`src/rtl/axi_lite_pkg.sv`:
```
// Shared AXI-Lite definitions: response codes and handshake FSM state types.
// Used by the register slave and the bus interconnect.
package axi_lite_pkg;

  localparam logic [1:0] RESP_OKAY   = 2'd0;
  localparam logic [1:0] RESP_SLVERR = 2'd2;

  typedef enum logic [1:0] {
    W_IDLE,
    W_HAVE_ADDR,
    W_HAVE_DATA,
    W_RESP
  } write_state_t;

  typedef enum logic {
    R_IDLE,
    R_DATA
  } read_state_t;

endpackage

```
`src/rtl/axi_lite_addr_decode.sv`:
```
// Combinational byte-address to register-index decode with range check.
// The low two address bits are ignored (word-granular registers).
module axi_lite_addr_decode #(
  parameter int unsigned ADDR_WIDTH = 8,
  parameter int unsigned NUM_REGS   = 4,
  parameter int unsigned BASE_ADDR  = 0
) (
  input  logic [ADDR_WIDTH-1:0] addr,
  output logic [ADDR_WIDTH-3:0] index,
  output logic                  hit
);

  localparam int unsigned IW = ADDR_WIDTH - 2;
  localparam logic [ADDR_WIDTH-1:0] BASE = ADDR_WIDTH'(BASE_ADDR);
  localparam logic [IW-1:0] BASE_WORD = IW'(BASE_ADDR >> 2);

  logic unused_low;
  assign unused_low = ^addr[1:0];

  // Base is word-aligned, so subtracting in word units equals (addr - base) >> 2.
  assign index = addr[ADDR_WIDTH-1:2] - BASE_WORD;
  assign hit   = (addr >= BASE) && (32'(index) < NUM_REGS);

endmodule

```
`src/rtl/axi_lite_reg_slave.sv`:
```
// AXI-Lite slave exposing NUM_REGS byte-writable registers, with independent
// write (AW/W/B) and read (AR/R) state machines and a parallel register output.
module axi_lite_reg_slave
  import axi_lite_pkg::*;
#(
  parameter int unsigned DATA_WIDTH = 32,
  parameter int unsigned ADDR_WIDTH = 8,
  parameter int unsigned RESP_WIDTH = 3,
  parameter int unsigned NUM_REGS   = 4,
  parameter int unsigned BASE_ADDR  = 0
) (
  input  logic                           s_axi_aclk,
  input  logic                           s_axi_aresetn,
  input  logic [ADDR_WIDTH-1:0]          s_axi_awaddr,
  input  logic                           s_axi_awvalid,
  output logic                           s_axi_awready,
  input  logic [DATA_WIDTH-1:0]          s_axi_wdata,
  input  logic [DATA_WIDTH/8:0]          s_axi_wstrb,
  input  logic                           s_axi_wvalid,
  output logic                           s_axi_wready,
  output logic [RESP_WIDTH-1:0]          s_axi_bresp,
  output logic                           s_axi_bvalid,
  input  logic                           s_axi_bready,
  input  logic [ADDR_WIDTH-1:0]          s_axi_araddr,
  input  logic                           s_axi_arvalid,
  output logic                           s_axi_arready,
  output logic [DATA_WIDTH-1:0]          s_axi_rdata,
  output logic [RESP_WIDTH-1:0]          s_axi_rresp,
  output logic                           s_axi_rvalid,
  input  logic                           s_axi_rready,
  output logic [NUM_REGS*DATA_WIDTH-1:0] regs_q
);

  localparam int unsigned SW = DATA_WIDTH / 8;
  localparam int unsigned IW = ADDR_WIDTH - 2;

  write_state_t wr_state, wr_next;
  read_state_t  rd_state, rd_next;

  logic [NUM_REGS-1:0][DATA_WIDTH-1:0] regs;
  logic [ADDR_WIDTH-1:0] awaddr_q;
  logic [DATA_WIDTH-1:0] wdata_q;
  logic [SW-1:0]         wstrb_q;

  logic                  aw_hs, w_hs, ar_hs, wr_commit;
  logic [ADDR_WIDTH-1:0] wr_addr;
  logic [DATA_WIDTH-1:0] wr_data, rd_word;
  logic [SW-1:0]         wr_strb;
  logic [IW-1:0]         wr_index, rd_index;
  logic                  wr_hit, rd_hit;
  logic                  unused_strb_top;

  assign unused_strb_top = s_axi_wstrb[SW];

  assign aw_hs = s_axi_awvalid && s_axi_awready;
  assign w_hs  = s_axi_wvalid && s_axi_wready;
  assign ar_hs = s_axi_arvalid && s_axi_arready;

  // Whichever half arrived earlier comes from its latch; the completing half is live.
  assign wr_addr = (wr_state == W_HAVE_ADDR) ? awaddr_q : s_axi_awaddr;
  assign wr_data = (wr_state == W_HAVE_DATA) ? wdata_q : s_axi_wdata;
  assign wr_strb = (wr_state == W_HAVE_DATA) ? wstrb_q : s_axi_wstrb[SW-1:0];

  axi_lite_addr_decode #(
    .ADDR_WIDTH(ADDR_WIDTH),
    .NUM_REGS  (NUM_REGS),
    .BASE_ADDR (BASE_ADDR)
  ) u_aw_decode (
    .addr (wr_addr),
    .index(wr_index),
    .hit  (wr_hit)
  );

  axi_lite_addr_decode #(
    .ADDR_WIDTH(ADDR_WIDTH),
    .NUM_REGS  (NUM_REGS),
    .BASE_ADDR (BASE_ADDR)
  ) u_ar_decode (
    .addr (s_axi_araddr),
    .index(rd_index),
    .hit  (rd_hit)
  );

  always_comb begin
    wr_next = wr_state;
    unique case (wr_state)
      W_IDLE: begin
        if (aw_hs && w_hs) wr_next = W_RESP;
        else if (aw_hs)    wr_next = W_HAVE_ADDR;
        else if (w_hs)     wr_next = W_HAVE_DATA;
      end
      W_HAVE_ADDR: if (w_hs)  wr_next = W_RESP;
      W_HAVE_DATA: if (aw_hs) wr_next = W_RESP;
      W_RESP:      if (s_axi_bvalid && s_axi_bready) wr_next = W_IDLE;
    endcase
  end

  assign wr_commit = (wr_next == W_RESP) && (wr_state != W_RESP);

  // Readies/valids are registered from the next state so they stay low through reset.
  always_ff @(posedge s_axi_aclk or negedge s_axi_aresetn) begin
    if (!s_axi_aresetn) begin
      wr_state      <= W_IDLE;
      s_axi_awready <= 1'b0;
      s_axi_wready  <= 1'b0;
      s_axi_bvalid  <= 1'b0;
      s_axi_bresp   <= '0;
      awaddr_q      <= '0;
      wdata_q       <= '0;
      wstrb_q       <= '0;
    end else begin
      wr_state      <= wr_next;
      s_axi_awready <= (wr_next == W_IDLE) || (wr_next == W_HAVE_DATA);
      s_axi_wready  <= (wr_next == W_IDLE) || (wr_next == W_HAVE_ADDR);
      s_axi_bvalid  <= (wr_next == W_RESP);
      if (aw_hs) awaddr_q <= s_axi_awaddr;
      if (w_hs) begin
        wdata_q <= s_axi_wdata;
        wstrb_q <= s_axi_wstrb[SW-1:0];
      end
      if (wr_commit)
        s_axi_bresp <= wr_hit ? RESP_WIDTH'(RESP_OKAY) : RESP_WIDTH'(RESP_SLVERR);
    end
  end

  always_ff @(posedge s_axi_aclk or negedge s_axi_aresetn) begin
    if (!s_axi_aresetn) begin
      regs <= '0;
    end else if (wr_commit && wr_hit) begin
      for (int unsigned r = 0; r < NUM_REGS; r++)
        for (int unsigned k = 0; k < SW; k++)
          if (wr_index == IW'(r) && wr_strb[k])
            regs[r][k*8 +: 8] <= wr_data[k*8 +: 8];
    end
  end

  always_comb begin
    rd_next = rd_state;
    unique case (rd_state)
      R_IDLE: if (ar_hs) rd_next = R_DATA;
      R_DATA: if (s_axi_rvalid && s_axi_rready) rd_next = R_IDLE;
    endcase
  end

  always_comb begin
    rd_word = '0;
    for (int unsigned r = 0; r < NUM_REGS; r++)
      if (rd_index == IW'(r)) rd_word = regs[r];
  end

  always_ff @(posedge s_axi_aclk or negedge s_axi_aresetn) begin
    if (!s_axi_aresetn) begin
      rd_state      <= R_IDLE;
      s_axi_arready <= 1'b0;
      s_axi_rvalid  <= 1'b0;
      s_axi_rdata   <= '0;
      s_axi_rresp   <= '0;
    end else begin
      rd_state      <= rd_next;
      s_axi_arready <= (rd_next == R_IDLE);
      s_axi_rvalid  <= (rd_next == R_DATA);
      if (ar_hs) begin
        s_axi_rdata <= rd_hit ? rd_word : '0;
        s_axi_rresp <= rd_hit ? RESP_WIDTH'(RESP_OKAY) : RESP_WIDTH'(RESP_SLVERR);
      end
    end
  end

  assign regs_q = regs;

endmodule

```
`config.mk`:
```
export PLATFORM = sky130hd
export DESIGN_NAME = axi_lite_reg_slave
export DESIGN_NICKNAME = d
export VERILOG_FILES = /design/src/rtl/axi_lite_pkg.sv /design/src/rtl/axi_lite_addr_decode.sv /design/src/rtl/axi_lite_reg_slave.sv
export SDC_FILE = /design/constraint.sdc
export NUM_CORES = 1
export LEC_CHECK = 0
export BUFFER_PORTS_ARGS = -buffer_cell sky130_fd_sc_hd__buf_2
export CORE_ASPECT_RATIO = 0.6
export CORE_MARGIN = 2
export CORE_UTILIZATION = 40
export CTS_CLUSTER_DIAMETER = 200
export DETAILED_ROUTE_END_ITERATION = 10
export GPL_ROUTABILITY_DRIVEN = 0
export REMOVE_ABC_BUFFERS = 1
export SLEW_MARGIN = 20
export SYNTH_ARGS = -nofsm -noshare
export SYNTH_HDL_FRONTEND = slang
export SYNTH_SLANG_ARGS = --single-unit
```
`constraint.sdc`:
```
create_clock -name s_axi_aclk -period 3.4 [get_ports s_axi_aclk]
set_clock_uncertainty 0.05 [all_clocks]
set_input_delay 0.17 -clock s_axi_aclk [delete_from_list [all_inputs] [get_ports s_axi_aclk]]
set_output_delay 0.17 -clock s_axi_aclk [all_outputs]
set_load 0.01 [all_outputs]
```
==> metrics.cfg <==
[status]
status=finished, final reports clean

[global_routing]
antenna_found_initial=1
grtUsageTotal_pct=20.8
grt_pass1_wl_mm=38.9
grt_overflow=0
grt_start_max_net_pins=113
grt_pass1_vias=6526

[floorplanning]
core_um2=22900
io_pins=231
rows=43
start_util_pct=40.4
die_w_um=201
die_height_um=122
dieArea_um2=24400

[power]
peakVddDrop_mv=0.365
p_leak_uw=0.00621
power_density_nw_per_um2=574
p_total_uw=6910

[yosys]
muxShareOfSynthArea_pct=34.1
synth_top_family_by_area=multiplexers
synth_xor_area_share_pct=0
synthAdderAreaFrac_pct=0
syn_inst=569
yosysTopAreaCellShare_pct=57.0
synth_compound_area_share_pct=3.73
syn_avg_cell_area_um2=16.3
yosys_register_bits=211
synth-main-ff-cell=dfrtp_1
synth.distinct_cells=33
synth_area_leaders=dfrtp_1, mux2_2, mux4_2, mux2_4, a22o_1
synth_area_um2=9270
async_reset_ff_share_pct=100
yosys_warnings=0
synth_area_leader_cell=dfrtp_1
synth-simple-area-share_pct=3.35
ys_seq_area_share_pct=57.0
synth_edf_count=0

[worst_setup_path]
ff2ff_path_depth=5
r2r-end=regs_q[35]$_DFFE_PN0P_
crit_end=regs_q[35]$_DFFE_PN0P_
r2r-start=wr_state[0]$_DFF_PN0_
critPathKind=register to register
cp.arrival_ns=3.41
crit_fanout=8
worst_setup_path_end_kind=register
critPathLaunch=wr_state[0]$_DFF_PN0_
r2r_slack_ns=0.33
critPathRequiredTime_ns=3.74
critPathLaunchType=register

[detailed_routing]
drt_iter0_markers=234
avgRoutedWirePerCell_um=21.4
firstDrtPassIters=4
drc_errors=0
ant_nets=0
vias_per_cell=5.22
num_vias=6143
finalWirelength_mm=25.1

[sta]
hold_viol_final=0
slew_headroom_pct=31.2
period_share_pct=90.4
setup_ws_ns=0.328
rsz0062_at_grt=no
worst_pin_slew_ns=1.03
max_clock_freq_mhz=325
hold_slack_ns=0.0405
finalCriticalPeriod_ns=3.07
slew_violations=0
setup_viol=0

[place]
portBuffers=221
placed_cells=1091
pre_cts_slack_ns=0.392
place_area_um2=10800
dp_hpwl_mm=16.8

[min_path]
holdCritPathClass=input pin to register

[clocking]
cts_max_path_buffers=3
clk_latency_ns=0.51
numCtsBuffers=22
post_cts_buffers=0
cts_resized=0
htree_levels=1
cts_root_buffer=clkbuf_16
hold_buffers=46
clock_sinks=211
clk_pin_slew_ns=0.06
cts_tree=yes

[cells_and_area]
postLayoutCellArea_um2=12000
final_nets=906
fin_cells=1177
nFillCells=1995
drive_above_1_share_pct=60.6
area_growth_pct=29.7

[flow_run]
cap_violations=0

## synthesized netlist by cell type (2+ instances only)
cell,instances
nand2_1,12
mux4_2,32
buf_6,4
mux2i_1,6
dfrtp_1,211
clkbuf_1,16
a21oi_1,4
nor2b_1,3
mux2_2,179
or4_4,4
nor4_4,4
a22o_1,32
inv_1,3
mux2_4,24
nor4_1,5
and2_1,2
buf_4,4
nor2_1,4
buf_1,6
## placed cells by master, fill, tap and decap left out, types with 6 or more instances in the layout
cell type,count
nand2_1,10
a22o_1,32
clkbuf_8,9
buf_2,220
mux2i_1,6
clkbuf_16,23
mux4_2,32
mux2_4,24
buf_4,12
dlygate4sd3_1,46
dfrtp_1,211
mux2_2,179
## layer usage
layer	global-route usage (%)	routed length, um	vias up
li1	-	-	2701
met1	30.7	12300	3214
met2	30.7	10700	191
met3	5.43	1640	37
met4	4.72	447	0
met5	0	0	-
## through the flow
step	util, %	TNS (ns)
6_report	52.5	0
5_1_grt	52.5	0
4_1_cts	52.4	0
3_5_place_dp	47.0	0
3_3_place_gp	47.0	0
2_1_floorplan	-	-68.07
## cells by family after synthesis
kind of cell    Yosys count
simple gates             41
compound gates           41
other cells               1
mux                     241
flops                   211
buf+inv                  34
## area by class of cell
cell class	instances	area (um2)	share of cell area [%]
Sequential cell	211	5280	43.9
Multi-Input combinational cell	327	3850	32.0
Timing Repair Buffer	281	1710	14.2
Clock buffer	33	693	5.76
Tap cell	315	394	3.28
Clock inverter	6	88.8	0.739
Inverter	3	11.3	0.0936
Antenna cell	1	2.50	0.0208
## state kept, by name, summed over array words and instances (netlist names)
name           cells
awaddr_q           6
rd_state           1
regs_q           128
s_axi_arready      1
s_axi_awready      1
s_axi_bresp        1
s_axi_bvalid       1
s_axi_rdata       32
s_axi_rresp        1
s_axi_wready       1
wdata_q           32
wr_state           2
wstrb_q            4
## how the worst min path moves through the flow
stage	from	endpoint	cells past startpoint
6_report	s_axi_awvalid	awaddr_q[7]$_DFFE_PN0P_	3
5_1_grt	s_axi_awvalid	awaddr_q[7]$_DFFE_PN0P_	3
4_1_cts	s_axi_awvalid	awaddr_q[7]$_DFFE_PN0P_	3
3_5_place_dp	s_axi_aresetn	s_axi_rdata[5]$_DFFE_PN0P_	1
3_3_place_gp	s_axi_aresetn	wdata_q[5]$_DFFE_PN0P_	1
2_1_floorplan	s_axi_aresetn	awaddr_q[2]$_DFFE_PN0P_	0
## where the power goes
part           internal [uW]  switching (uW)  leakage [uW]
Combinational            640             702       0.00299
Clock                   1560            1010      0.000386
Sequential              2820             177       0.00283
Total                   5020            1890       0.00621
## critical path: stages (launching register included)
cell	delay, ns
dfrtp_1	0.49
nor2b_1	0.50
a2bb2oi_2	0.18
or3_1	0.62
or4_4	0.75
mux2_4	0.34
Power figures use the tool's default switching activity.
